**src/rtl/error_gradient_gen.sv**
```systemverilog
// Output-end error generator: serial (prediction - target) gradient, valid/ack
// hand-off to the output layer, one-cycle training strobe and batch SSE loss.
//
// state   | meaning
// IDLE    | waiting for start; operands latched on acceptance
// COMPUTE | one gradient element and its square per cycle
// PRESENT | grad_valid high, waiting for grad_ack
// COMMIT  | training strobe, batch accumulation and loss report
module error_gradient_gen #(
  parameter int output_units = 2,
  parameter int batch_size   = 4,
  localparam int sfp_w       = 16,
  localparam int sfp_frac    = 8,
  localparam int sc_w        = $clog2(batch_size + 1)
) (
  input  logic                    clk,
  input  logic                    rst_n,
  input  logic                    start,
  input  logic signed [sfp_w-1:0] predictions    [output_units],
  input  logic signed [sfp_w-1:0] targets        [output_units],
  output logic                    busy,
  output logic signed [sfp_w-1:0] error_gradient [output_units],
  output logic                    grad_valid,
  input  logic                    grad_ack,
  output logic                    training,
  output logic signed [sfp_w-1:0] loss,
  output logic                    loss_valid,
  output logic [sc_w-1:0]         sample_count
);

  localparam int k_w     = (output_units > 1) ? $clog2(output_units) : 1;
  localparam int sfp_max = (1 << (sfp_w - 1)) - 1;
  localparam int sfp_min = -(1 << (sfp_w - 1));

  typedef enum logic [1:0] {IDLE, COMPUTE, PRESENT, COMMIT} state_t;

  // Signed fixed point, sfp_frac fractional bits; every operation saturates.
  function automatic logic signed [sfp_w-1:0] sfp_sat(input int x);
    if (x > sfp_max)      return sfp_w'(sfp_max);
    else if (x < sfp_min) return sfp_w'(sfp_min);
    else                  return x[sfp_w-1:0];
  endfunction

  function automatic logic signed [sfp_w-1:0] sfp_add(input logic signed [sfp_w-1:0] a,
                                                      input logic signed [sfp_w-1:0] b);
    return sfp_sat(int'(a) + int'(b));
  endfunction

  function automatic logic signed [sfp_w-1:0] sfp_sub(input logic signed [sfp_w-1:0] a,
                                                      input logic signed [sfp_w-1:0] b);
    return sfp_sat(int'(a) - int'(b));
  endfunction

  // Product rounded half-up before dropping the fractional bits.
  function automatic logic signed [sfp_w-1:0] sfp_mul(input logic signed [sfp_w-1:0] a,
                                                      input logic signed [sfp_w-1:0] b);
    int p;
    p = int'(a) * int'(b);
    return sfp_sat((p + (1 << (sfp_frac - 1))) >>> sfp_frac);
  endfunction

  state_t                  state;
  logic [k_w-1:0]          k;
  logic signed [sfp_w-1:0] pred_r [output_units];
  logic signed [sfp_w-1:0] tgt_r  [output_units];
  logic signed [sfp_w-1:0] sq_acc;
  logic signed [sfp_w-1:0] batch_acc;
  logic signed [sfp_w-1:0] d;
  logic signed [sfp_w-1:0] batch_sum;
  logic                    batch_close;

  always_comb begin
    d           = sfp_sub(pred_r[k], tgt_r[k]);
    batch_sum   = sfp_add(batch_acc, sq_acc);
    batch_close = (sample_count == sc_w'(batch_size - 1));
  end

  always_ff @(posedge clk or negedge rst_n) begin
    if (!rst_n) begin
      state        <= IDLE;
      k            <= '0;
      sq_acc       <= '0;
      batch_acc    <= '0;
      busy         <= 1'b0;
      grad_valid   <= 1'b0;
      training     <= 1'b0;
      loss_valid   <= 1'b0;
      loss         <= '0;
      sample_count <= '0;
      for (int i = 0; i < output_units; i++) begin
        pred_r[i]         <= '0;
        tgt_r[i]          <= '0;
        error_gradient[i] <= '0;
      end
    end else begin
      training   <= 1'b0;
      loss_valid <= 1'b0;
      case (state)
        IDLE: begin
          if (start) begin
            for (int i = 0; i < output_units; i++) begin
              pred_r[i] <= predictions[i];
              tgt_r[i]  <= targets[i];
            end
            k      <= '0;
            sq_acc <= '0;
            busy   <= 1'b1;
            state  <= COMPUTE;
          end
        end
        COMPUTE: begin
          error_gradient[k] <= d;
          sq_acc            <= sfp_add(sq_acc, sfp_mul(d, d));
          if (k == k_w'(output_units - 1)) begin
            grad_valid <= 1'b1;
            state      <= PRESENT;
          end else begin
            k <= k + k_w'(1);
          end
        end
        PRESENT: begin
          if (grad_ack) begin
            grad_valid <= 1'b0;
            training   <= 1'b1;
            state      <= COMMIT;
            // Batch bookkeeping lands with the strobe so loss/loss_valid align with training.
            if (batch_close) begin
              loss         <= batch_sum;
              loss_valid   <= 1'b1;
              batch_acc    <= '0;
              sample_count <= '0;
            end else begin
              batch_acc    <= batch_sum;
              sample_count <= sample_count + sc_w'(1);
            end
          end
        end
        COMMIT: begin
          busy  <= 1'b0;
          state <= IDLE;
        end
        default: begin
          busy       <= 1'b0;
          grad_valid <= 1'b0;
          state      <= IDLE;
        end
      endcase
    end
  end

endmodule

```
**config.mk**
```make
export PLATFORM = sky130hd
export DESIGN_NAME = error_gradient_gen
export DESIGN_NICKNAME = d
export VERILOG_FILES = /design/src/rtl/error_gradient_gen.sv
export SDC_FILE = /design/constraint.sdc
export NUM_CORES = 1
export LEC_CHECK = 0
export BUFFER_PORTS_ARGS = -buffer_cell sky130_fd_sc_hd__clkbuf_2
export CELL_PAD_IN_SITES_DETAIL_PLACEMENT = 1
export CELL_PAD_IN_SITES_GLOBAL_PLACEMENT = 1
export CORE_ASPECT_RATIO = 0.9
export CORE_MARGIN = 10
export CORE_UTILIZATION = 30
export DETAILED_ROUTE_END_ITERATION = 12
export GPL_ROUTABILITY_DRIVEN = 0
export GPL_TIMING_DRIVEN = 0
export HOLD_SLACK_MARGIN = 0.15
export PLACE_DENSITY_LB_ADDON = 0.1
export SLEW_MARGIN = 0
export SYNTH_ARGS = -nofsm -noshare
export SYNTH_HDL_FRONTEND = slang
export SYNTH_SLANG_ARGS = --single-unit
```
**constraint.sdc**
```tcl
create_clock -name clk -period 14.92 [get_ports clk]
set_input_delay 2.984 -clock clk [delete_from_list [all_inputs] [get_ports clk]]
set_output_delay 2.984 -clock clk [all_outputs]
set_load 0.02 [all_outputs]
```
# Word-level counts from Yosys, hierarchy flattened
# Cells that the tools add are included.
# totals
reg_bits	154
inputBits	68
wordCells	92
# classes
add_sub_neg	6
n_mul	1
magnitude_cmp	10
eq_ne	7
muxes	39
n_bitwise	1
reduce_logical	12
# ops
operator	count
16-bit 2-to-1 mux	18
17-bit by 16-bit > comparator with 1-bit output (second input constant)	3
17-bit by 16-bit < comparator with 1-bit output (second input constant)	3
16-bit by 16-bit adder with 17-bit output	2
32-bit by 9-bit adder with 32-bit output (second input constant)	1
32-bit bitwise mux	1
16-bit by 16-bit multiplier with 32-bit output	1
16-bit one-hot mux with 2 select lines	1
24-bit by 16-bit > comparator with 1-bit output (second input constant)	1
24-bit by 16-bit < comparator with 1-bit output (second input constant)	1
16-bit by 16-bit subtractor with 17-bit output	1
16-bit demux with 1-bit select	1
1-bit 2-to-1 mux	10
3-bit AND reduction	3
2-bit one-hot mux with 4 select lines	1
2-bit AND reduction	4
2-bit 2-to-1 mux	3
2-bit != test (second input constant)	3
1-bit one-hot mux with 2 select lines	3
2-bit nonzero test	3
2-bit == test (second input constant)	2
3-bit by 1-bit adder with 3-bit output (second input constant)	1
3-bit by 2-bit == test with 1-bit output (second input constant)	1
3-bit 2-to-1 mux	1
7 further kinds	7

# Longest topological paths before layout
# Gate-level depths: netlist (run 1).
# logic_depth
word_depth	19
depth_mapped	59
mapped_depth_nobuf	55

# Least setup slack after synthesis (run 1)
# OpenSTA, ideal clock, no wires.
# synth_path
kind	register to register
start	reg k
end	reg sq_acc[12]
setup_ps	67
arrival_ps	12777
t_required_ps	14853
slack_ps	2076
stages_incl_launch_ff	56
period_less_slack_ps	12844
cell_sequence	dfrtp_1 -> clkbuf_1 -> clkbuf_1 -> mux2_2 -> ha_1 -> inv_1 -> fa_1 -> a211oi_1 -> o311a_1 -> o31a_1 -> nand2_2 -> nand2_4 -> clkbuf_1 -> or2_2 -> clkbuf_1 -> nand2_1 -> clkinv_1 -> nor2_1 -> (+20 left out) -> o41a_1 -> o21ai_0 -> ha_1 -> inv_1 -> fa_1 -> nor2b_1 -> o21ai_0 -> nand2b_1 -> a21oi_1 -> o21ai_0 -> nand4_1 -> a31oi_1 -> and2_1 -> o21a_1 -> nor4_1 -> a211oi_1 -> clkbuf_1 -> a221o_1
# synth_via
elab_chain_len	19
word_cells_on_any_way	25
# synth_lines
item	line_no	rtl
start: declaration	63	logic [k_w-1:0] k;
start signal: assignment	118	k <= k + k_w'(1);
1-bit inverter with 2-bit output (implied by the code) *	73	d = sfp_sub(pred_r[k], tgt_r[k]);
16-bit 2-to-1 mux (implied by the code) (3 in a row)	73	
16-bit by 16-bit subtractor with 17-bit output *	51	return sfp_sat(int'(a) - int'(b));
17-bit by 16-bit < comparator with 1-bit output	40	else if (x < sfp_min) return sfp_w'(sfp_min);
16-bit 2-to-1 mux	40	
16-bit 2-to-1 mux *	39	if (x > sfp_max) return sfp_w'(sfp_max);
16-bit by 16-bit multiplier with 32-bit output *	58	p = int'(a) * int'(b);
32-bit by 9-bit adder with 32-bit output *	59	return sfp_sat((p + (1 << (sfp_frac - 1))) >>> sfp_frac);
24-bit by 16-bit < comparator with 1-bit output	40	
16-bit 2-to-1 mux	40	
16-bit 2-to-1 mux *	39	
16-bit 2-to-1 mux *	98	case (state)
16-bit by 16-bit adder with 17-bit output *	46	return sfp_sat(int'(a) + int'(b));
17-bit by 16-bit < comparator with 1-bit output	40	
16-bit 2-to-1 mux	40	
16-bit 2-to-1 mux *	39	
16-bit one-hot mux with 2 select lines *	98	
end signal: assignment	113	sq_acc <= sfp_add(sq_acc, sfp_mul(d, d));
end: declaration	66	logic signed [sfp_w-1:0] sq_acc;
# Every way passes the cells marked *; elsewhere a longest branch is shown, timed or not. The select of a mux whose other input is x is not followed.
# A chain may end at the register's enable or synchronous reset.

# Worst setup path in the final report (run 1)
# layout_path
start	reg k
end	reg sq_acc[0]
# layout_via
elab_chain_len	19
word_cells_on_any_way	25
# layout_lines
item	line_no	rtl
1-bit inverter with 2-bit output (implied by the code) *	73	
16-bit 2-to-1 mux (implied by the code) (3 in a row)	73	
16-bit by 16-bit subtractor with 17-bit output *	51	
17-bit by 16-bit < comparator with 1-bit output	40	
16-bit 2-to-1 mux	40	
16-bit 2-to-1 mux *	39	
net d[8]	68	logic signed [sfp_w-1:0] d;
16-bit by 16-bit multiplier with 32-bit output *	58	
(+2 left out)	--	
16-bit 2-to-1 mux	40	
16-bit 2-to-1 mux *	39	
16-bit 2-to-1 mux *	98	
16-bit by 16-bit adder with 17-bit output *	46	
17-bit by 16-bit < comparator with 1-bit output	40	
16-bit 2-to-1 mux	40	
16-bit 2-to-1 mux *	39	
16-bit one-hot mux with 2 select lines *	98	
# Mark *: on every way through the listed nets, which the timed path passes. The rest lies on a longest branch. The select of a mux whose other input is x is not followed.

==> out/metrics.cfg, run 1 <==
[hold_path]
hp-start = error_gradient[28]
min_path_cells = 2
hold_class = reg2reg

[critical_path]
endpoint_kind = flop
crit_type = reg2reg
cp_data_arrival_time_ns = 14.49
critPathSlowestCell = fa_1
crit_top_cell = fa_1
r2r_cells = 54
cp_max_fo = 10
timing.rr.start = k
required_ns = 15.25
critPathMaxStageDelay_ns = 0.55
crit_path_start_kind = flop
startpoint = k

[global_routing]
antenna_found_initial = 0
gr-total-overflow = 0
grt_pass1_wl_um = 88600
grt_pass1_vias = 15100
grt_max_degree = 105
grt_use_total_pct = 16.2

[synthesis]
syn-num-nets = 2306
syn_inst = 1866
synth_edf_count = 0
async_flop_share_pct = 100
synth-main-ff-cell = dfrtp_1
syn_avg_cell_area_um2 = 9.49
ys_seq_area_share_pct = 21.8
syn_area_mm2 = 0.0177
yosys_warnings = 0
yosysUniqueCellTypes = 76
synth.ff_latch_count = 154

[finish]
final_nets = 2462
multi_input_area_mm2 = 0.0124
regArea_mm2 = 0.00385
area_growth_pct = 14.2
layout_common_cells = 360 x inv_1, 233 x fa_1, 173 x nand2_1, 153 x dfrtp_1, 140 x nor2_1
antenna_cells = 0
nFillCells = 6820
drive_gt1_share_pct = 16.9
final_common_cell = inv_1

[clock_network]
worst_skew_pair.late_latency_ns = 0.46
cts_tree = yes
clock_path_buffers = 2
cts-htree-levels = 4
cts_buffers = 17
hold_buffers = 0
path_clk_slew_ns = 0.08
cts_sinks = 154
cts_root_buffer = clkbuf_16

[die]
core-area_mm2 = 0.0584
io_pins = 123
die_area_mm2 = 0.0691
die_height_um = 250
start_util_pct = 30.3
dieWidth_um = 276
num_rows = 84

[detailed_routing]
viasPerCell = 4.75
wl_per_cell_um = 19.8
drc = 0
drtIter0Drc = 539
num_vias = 13300
firstDrtPassIters = 4
wl_um = 55600
antenna_left = 0

[sta]
worst_slew_pin_slew_ns = 1.08
fmax_mhz = 70.7
relSlewSlack_pct = 25.7
slew_violations = 0
fin_crit_sh_pct = 94.8
skew_ns = 0.0176
layout_min_cycle_time_ns = 14.15
setup_violations = 0
whs_ns = 0.490
hold_viol = 0

[place]
dp_hpwl_um = 46700
io_buffers = 122

[job]
maxCapViolCount = 0

[run_status]
status = completed

## per-stage QoR
stage	TNS, ns	cells	util, %	area [um^2]	setup slack [ns]
6_report	0	2809	34.6	20200	0.768
3_5_place_dp	-35.20	2763	33.1	19300	-2.35
2_1_floorplan	0	1866	-	17700	2.08
3_3_place_gp	-36.94	2762	33.0	19300	-2.47
4_1_cts	0	2794	34.2	20000	0.0800
5_1_grt	-0.00256	2809	34.6	20200	-0.00256
## worst max-delay path, delay by kind of cell (launching register included)
family / cells / cell delay, ns
flip-flops: 1 / 0.50
AND/OR/NAND/NOR: 9 / 1.95
buffers and inverters: 11 / 1.94
AO/OA/AOI/OAI: 23 / 4.97
adder cells (fa/ha/maj): 10 / 4.23
multiplexers: 1 / 0.38
## kinds of logic after synthesis
kind of cell	count (synthesis)	synth area share [%]
multiplexers	105	6.51
buffers and inverters	420	9.05
flip-flops	154	21.8
AND/OR/NAND/NOR	442	11.0
XOR/XNOR	75	3.71
adder cells (fa/ha/maj)	372	36.3
AO/OA/AOI/OAI	298	11.7
## what timing repair did
item / CTS / global route
setup buffers: 1 / 16
gates resized for setup: 37 / 26
pin swaps: 0 / 7
endpoints found under the setup margin: 16 / 15
## synth_stat cells, types with 9 or more instances
cell,number,area (um^2)
nor2b_1,10,62.6
o21a_1,13,97.6
o21ai_2,10,87.6
a21oi_1,67,335
nand3_1,11,55.1
dfrtp_1,154,3850
nand2b_1,15,93.8
o21bai_1,9,67.6
xor2_1,20,175
xnor2_1,55,482
a21o_1,35,263
nor3_1,23,115
mux2i_1,24,240
inv_1,363,1360
o21ai_0,68,340
ha_1,136,1700
fa_1,236,4720
nor2_1,147,552
or2_2,15,93.8
a221o_1,27,270
clkbuf_1,46,173
mux2_2,81,912
nand2_1,178,668
## metal layers
metal / up-vias / wire length, um / track usage [%]
li1: 6308 / - / -
met1: 6854 / 27500 / 22.0
met2: 150 / 26100 / 26.8
met3: 30 / 1510 / 2.45
met4: 0 / 520 / 3.15
met5: - / 0 / 0
## flip-flops by register name, summed over array words and instances, names as in the netlist
signal          count
error_gradient     32
tgt_r              32
state               2
loss               16
k                   1
pred_r             32
training            1
sq_acc             16
loss_valid          1
grad_valid          1
busy                1
batch_acc          16
sample_count        3
## area by class of cell
class                      instances  area share, %
clock inverter                    14          0.780
inverter                         370           6.95
multi-input combinational       1292           61.3
timing repair buffer             140           3.96
sequential                       154           19.1
buffer                            47           1.05
clock buffer                      18           2.12
tap                              774           4.79
## worst paths after layout
path | end | slack (ns)
hold reg to reg | error_gradient[28] | 0.49
min in group asynchronous | batch_acc[15] | 2.49
setup / recovery | sq_acc[0] | 0.77
setup reg to reg | sq_acc[0] | 0.77
max in group asynchronous | error_gradient[0] | 11.49
hold / removal | error_gradient[28] | 0.49
Power of run 1 is not shown: default switching activity piles up to over one toggle a cycle in this logic, so the estimate is an artifact.
==> run 2, diff against run 1 <==
--- a/config.mk
+++ b/config.mk
@@ -8,7 +8,7 @@
 export BUFFER_PORTS_ARGS = -buffer_cell sky130_fd_sc_hd__clkbuf_2
 export CELL_PAD_IN_SITES_DETAIL_PLACEMENT = 1
 export CELL_PAD_IN_SITES_GLOBAL_PLACEMENT = 1
-export CORE_ASPECT_RATIO = 0.9
+export CORE_ASPECT_RATIO = 1.5
 export CORE_MARGIN = 10
 export CORE_UTILIZATION = 30
 export DETAILED_ROUTE_END_ITERATION = 12
==> constraint.sdc (replaced) <==
create_clock -name clk -period 16.5 [get_ports clk]
set_input_delay 3.3 -clock clk [delete_from_list [all_inputs] [get_ports clk]]
set_output_delay 3.3 -clock clk [all_outputs]
set_load 0.02 [all_outputs]
==> run 2 against run 1 <==
  * First-iteration DRC count decreased by 9.6%
  * Largest cell class unchanged
  * Die area grew 0.27%
  * Worst hold slack got worse by 0.0036 ns
  * Clock-buffer cell count grew 1
  * Critical endpoint is now sq_acc[13]
  * Routed wire length grew 2.6%
  * Highest routed layer unchanged
  * Cell count shrank 0.25%
  * Global-route usage increased by 0.95 points
  * Maximum frequency fell by 8.1%
  * Non-clock buffer count is 10 lower
  * Register-to-register slack better by 0.33 ns
==> out/metrics.cfg, run 2 (synthesis gave the netlist of run 1 again) <==
[critical_path]
cp_data_arrival_time_ns = 15.81  ; was 14.49 ns
required_ns = 16.92  ; was 15.25 ns
critPathSlowestCell = o41a_1  ; was fa_1
crit_path_start_kind = flop  ; unchanged
cp_max_fo = 10  ; unchanged
worst-path-buf-inv = 9  ; was 11
cp_top_family = compound AO/OA/AOI/OAI gates  ; unchanged
r2r_end = sq_acc[13]  ; was sq_acc[0]
crit_type = reg2reg  ; unchanged
critPathMaxStageDelay_ns = 0.61  ; was 0.55 ns
endpoint_kind = flop  ; unchanged
r2r_slack_ns = 1.10  ; was 0.77 ns
crit_top_cell = fa_1  ; unchanged
r2r_cells = 54  ; unchanged
timing.rr.start = k  ; unchanged

[global_routing]
grt_pass1_vias = 15500  ; was 15100
antenna_found_initial = 0  ; unchanged
gr-total-overflow = 0  ; unchanged
grt_use_total_pct = 17.1  ; was 16.2%
grt_max_degree = 105  ; unchanged
grt_pass1_wl_um = 90700  ; was 88600 um

[clock_network]
worst_skew_pair.late_latency_ns = 0.48  ; was 0.46 ns
cts-htree-levels = 4  ; unchanged
cts_root_buffer = clkbuf_16  ; unchanged
cts_tree = yes  ; unchanged
path_clk_slew_ns = 0.07  ; was 0.08 ns
cts_buffers = 17  ; unchanged
cts_sinks = 154  ; unchanged
clock_path_buffers = 2  ; unchanged

[finish]
regArea_mm2 = 0.00385  ; unchanged
finish.instance_area_mm2 = 0.0200  ; was 0.0202 mm^2
multi_input_area_mm2 = 0.0123  ; was 0.0124 mm^2
final_common_cell = inv_1  ; unchanged
antenna_cells = 0  ; unchanged
final_nets = 2452  ; was 2462
fin_util_pct = 34.2  ; was 34.6%
layout_common_cells = 363 x inv_1, 235 x fa_1, 176 x nand2_1, 153 x dfrtp_1, 143 x nor2_1  ; was 360 x inv_1, 233 x fa_1, 173 x nand2_1, 153 x dfrtp_1, 140 x nor2_1
drive_gt1_share_pct = 15.1  ; was 16.9%
top_regs = error_gradient x32, pred_r x32, tgt_r x32  ; unchanged
nFillCells = 6839  ; was 6820
area_growth_pct = 13.3  ; was 14.2%

[sta]
rsz0062_at_grt = false
slew_violations = 0  ; unchanged
layout_min_cycle_time_ns = 15.40  ; was 14.15 ns
hold_viol = 0  ; unchanged
relSlewSlack_pct = 25.0  ; was 25.7%
whs_ns = 0.486  ; was 0.490 ns
fmax_mhz = 64.9  ; was 70.7 MHz
fin_crit_sh_pct = 93.3  ; was 94.8%
worst_slew_pin_slew_ns = 1.11  ; was 1.08 ns
skew_ns = 0.0108  ; was 0.0176 ns
setup_violations = 0  ; unchanged

[die]
num_rows = 109  ; was 84
dieWidth_um = 218  ; was 276 um
core-area_mm2 = 0.0586  ; was 0.0584 mm^2
io_pins = 123  ; unchanged
start_util_pct = 30.2  ; was 30.3%
die_height_um = 318  ; was 250 um
die_area_mm2 = 0.0693  ; was 0.0691 mm^2

[detailed_routing]
firstDrtPassIters = 4  ; unchanged
viasPerCell = 4.76  ; was 4.75
drc = 0  ; unchanged
wl_um = 57100  ; was 55600 um
antenna_left = 0  ; unchanged
num_vias = 13300  ; about the same
drtIter0Drc = 487  ; was 539
wl_per_cell_um = 20.4  ; was 19.8 um

[run_status]
status = completed  ; unchanged

[place]
io_buffers = 122  ; unchanged
dp_hpwl_um = 49100  ; was 46700 um
place_area_mm2 = 0.0193  ; about the same

[hold_path]
hold_class = reg2reg  ; unchanged
min_path_cells = 2  ; unchanged
min_to = error_gradient[9]  ; was error_gradient[28]
hp-start = error_gradient[9]  ; was error_gradient[28]

[job]
maxCapViolCount = 0  ; unchanged

==> run 2: changes by cell type in the layout (fill, tap and decap cells not counted), sizes merged <==
cell,previous run,this run
clkinv,8,7
buf,22,10
clkinvlp,4,6
bufinv,1,2
inv,371,368
clkbuf,183,186
==> run 2: cell type report <==
cell class / instances / share of cell area (%)
inverter: 370 / 7.01
buffer: 49 / 1.07
sequential: 154 / 19.2
multi-input combinational: 1292 / 61.4
clock inverter: 13 / 0.793
tap: 777 / 4.85
clock buffer: 19 / 2.21
timing repair buffer: 128 / 3.41
==> run 2: worst max-delay path by stage <==
stage,start,end,slack (ns),cells after the start
after floorplan,k,sq_acc[12],3.66,55
after global placement,k,sq_acc[13],-1.85,55
after detailed placement,k,sq_acc[14],-1.58,55
after CTS,k,sq_acc[13],0.01,53
after global routing,k,sq_acc[12],0.07,53
final,k,sq_acc[13],1.10,54
==> run 2: worst register-to-register path, delay by kind of cell, from the launching register on <==
family / cells / cell delay [ns]
multiplexers: 1 / 0.39
XOR/XNOR: 1 / 0.14
AO/OA/AOI/OAI: 20 / 5.66
AND/OR/NAND/NOR: 12 / 2.22
buffers and inverters: 9 / 1.81
flip-flops: 1 / 0.51
adder cells (fa/ha/maj): 11 / 4.58
==> run 2: layer usage <==
metal  global-route usage [%]  part of all wire [%]
met1                     17.8                    38
met3                     2.16                   2.0
met5                        0                     0
met2                     33.6                    57
met4                     6.37                   2.9
==> run 2: per-stage QoR <==
stage	TNS, ns	setup WS, ns	std cells
finish	0	1.10	2802
global route	0	0.0683	2802
CTS	0	0.0124	2797
detailed placement	-21.25	-1.58	2766
global placement	-26.14	-1.85	2765
floorplan	0	3.66	1866
==> run 2: what timing repair did <==
action / 4_1_cts / 5_1_grt
pin swaps: 0 / 1
hold buffers: 0 / 0
gates cloned: 0 / 0
setup buffers: 0 / 5
gates resized for setup: 9 / 22
endpoints found under the setup margin: 16 / 15
Power of run 2 is left out for the same reason.
==> run 3, diff against run 2 <==
--- a/config.mk
+++ b/config.mk
@@ -10,7 +10,7 @@
 export CELL_PAD_IN_SITES_GLOBAL_PLACEMENT = 1
 export CORE_ASPECT_RATIO = 1.5
 export CORE_MARGIN = 10
-export CORE_UTILIZATION = 30
+export CORE_UTILIZATION = 53
 export DETAILED_ROUTE_END_ITERATION = 12
 export GPL_ROUTABILITY_DRIVEN = 0
 export GPL_TIMING_DRIVEN = 0
==> run 3 against run 2 <==
  * Via count rose by 5.3%
  * Clock skew rose by 0.0086 ns
  * Global-route usage rose by 10 points
  * First-iteration DRC count rose by 42%
  * Core utilization rose by 25 points
  * Non-clock buffer count fell by 2
  * Worst setup slack got worse by 0.27 ns
  * Sequential share of layout area rose by 0.44 points
  * Critical path depth did not move
  * Clock-buffer cell count fell by 2
==> out/metrics.cfg, run 3 (synthesis gave the netlist of run 1 again) <==
[run_status]
status = completed  ; unchanged

[detailed_routing]
antenna_left = 0  ; unchanged
firstDrtPassIters = 5  ; was 4
num_vias = 14000  ; was 13300
wl_um = 54400  ; was 57100 um
viasPerCell = 5.75  ; was 4.76
drc = 0  ; unchanged
drtIter0Drc = 693  ; was 487
wl_per_cell_um = 22.3  ; was 20.4 um

[sta]
fmax_mhz = 63.8  ; was 64.9 MHz
hold_viol = 0  ; unchanged
fin_crit_sh_pct = 94.9  ; was 93.3%
rsz0062_at_grt = false  ; unchanged
skew_ns = 0.0194  ; was 0.0108 ns
setup_violations = 0  ; unchanged
layout_min_cycle_time_ns = 15.66  ; was 15.40 ns
relSlewSlack_pct = 21.4  ; was 25.0%
worst_slew_pin_slew_ns = 1.17  ; was 1.11 ns
slew_violations = 0  ; unchanged

[clock_network]
cts_sinks = 154  ; unchanged
hold_buffers = 0  ; unchanged
cts_root_buffer = clkbuf_16  ; unchanged
clock_path_buffers = 2  ; unchanged
worst_skew_pair.late_latency_ns = 0.46  ; was 0.48 ns
cts_tree = yes  ; unchanged
cts_buffers = 17  ; unchanged
cts-htree-levels = 4  ; unchanged
path_clk_slew_ns = 0.08  ; was 0.07 ns

[critical_path]
critPathMaxStageDelay_ns = 0.63  ; was 0.61 ns
critPathSlowestCell = o41a_1  ; unchanged
cp_max_fo = 10  ; unchanged
crit_type = reg2reg  ; unchanged
endpoint_kind = flop  ; unchanged
crit_path_start_kind = flop  ; unchanged
cp_data_arrival_time_ns = 16.05  ; was 15.81 ns
required_ns = 16.89  ; was 16.92 ns
crit_top_cell = fa_1  ; unchanged

[die]
num_rows = 81  ; was 109
core-area_mm2 = 0.0328  ; was 0.0586 mm^2
start_util_pct = 53.9  ; was 30.2%
io_pins = 123  ; unchanged
dieWidth_um = 169  ; was 218 um
die_area_mm2 = 0.0413  ; was 0.0693 mm^2
die_height_um = 244  ; was 318 um

[global_routing]
antenna_found_initial = 0  ; unchanged
gr-total-overflow = 0  ; unchanged
grt_pass1_wl_um = 87500  ; was 90700 um
grt_use_total_pct = 27.1  ; was 17.1%
grt_pass1_vias = 16400  ; was 15500
grt_max_degree = 114  ; was 105

[finish]
antenna_cells = 0  ; unchanged
area_growth_pct = 10.7  ; was 13.3%
finish.instance_area_mm2 = 0.0196  ; was 0.0200 mm^2
final_nets = 2450  ; was 2452
top_regs = error_gradient x32, pred_r x32, tgt_r x32  ; unchanged
final_common_cell = inv_1  ; unchanged
drive_gt1_share_pct = 15.0  ; was 15.1%
layout_common_cells = 363 x inv_1, 236 x fa_1, 175 x nand2_1, 154 x dfrtp_1, 143 x nor2_1  ; was 363 x inv_1, 235 x fa_1, 176 x nand2_1, 153 x dfrtp_1, 143 x nor2_1

[hold_path]
hold_class = reg2reg  ; unchanged

[place]
place_area_mm2 = 0.0189  ; was 0.0193 mm^2
dp_hpwl_um = 45100  ; was 49100 um
io_buffers = 122  ; unchanged

[job]
maxCapViolCount = 0  ; unchanged

==> run 3: final cells by class <==
type | count | area, um^2
Fill cell | 3785 | 13200
Clock buffer | 17 | 425
Tap cell | 415 | 519
Clock inverter | 15 | 200
Buffer | 49 | 209
Timing Repair Buffer | 126 | 669
Sequential cell | 154 | 3850
Inverter | 370 | 1410
Multi-Input combinational cell | 1292 | 12300
==> run 3: critical path: cells and delay by family (launching register included) <==
kind / cells / cell delay [ns]
fa+ha+maj: 11 / 4.55
compound gates: 19 / 5.57
mux: 1 / 0.41
flops: 1 / 0.61
simple gates: 12 / 2.23
buf+inv: 10 / 2.01
xor+xnor: 1 / 0.17
==> run 3: repair_timing <==
| item | CTS | global route |
|---|---|---|
| gates cloned | 0 | 0 |
| setup buffers | 0 | 3 |
| gates resized for setup | 6 | 21 |
| setup endpoints to repair | 15 | 15 |
| hold endpoints to repair | 0 | 0 |
| pin swaps | 0 | 1 |
==> run 3: path summary, 6_finish.rpt <==
path	depth (start not counted)	to	slack (ns)	startpoint
min in group asynchronous	1	loss[5]	2.76	rst_n
min	2	error_gradient[13]	0.49	error_gradient[13]
max	54	sq_acc[2]	0.84	k
max in group asynchronous	2	tgt_r[0]	12.83	rst_n
min reg2reg	2	error_gradient[13]	0.49	error_gradient[13]
max reg2reg	54	sq_acc[2]	0.84	k
==> run 3: per-layer routing <==
metal,track usage (%),share of wire (%),vias to the layer above
met3,3.66,3.7,181
met1,26.9,34,7169
met4,17.5,7.1,0
li1,-,-,6275
met2,51.1,55,402
met5,0,0,-
==> run 3: stage by stage <==
step                      setup slack [ns]  TNS [ns]  hold slack, ns  util [%]  std cells
after global routing                 0.129         0           0.521      59.7       2438
after CTS                           0.0102         0           0.489      59.4       2436
after detailed placement            -0.936    -12.83           0.470      57.5       2404
final                                0.835         0           0.492      59.7       2438
after floorplan                       3.66         0           0.454         -       1866
after global placement              -0.671     -8.99           0.464      57.4       2403
Power of run 3 is left out for the same reason.
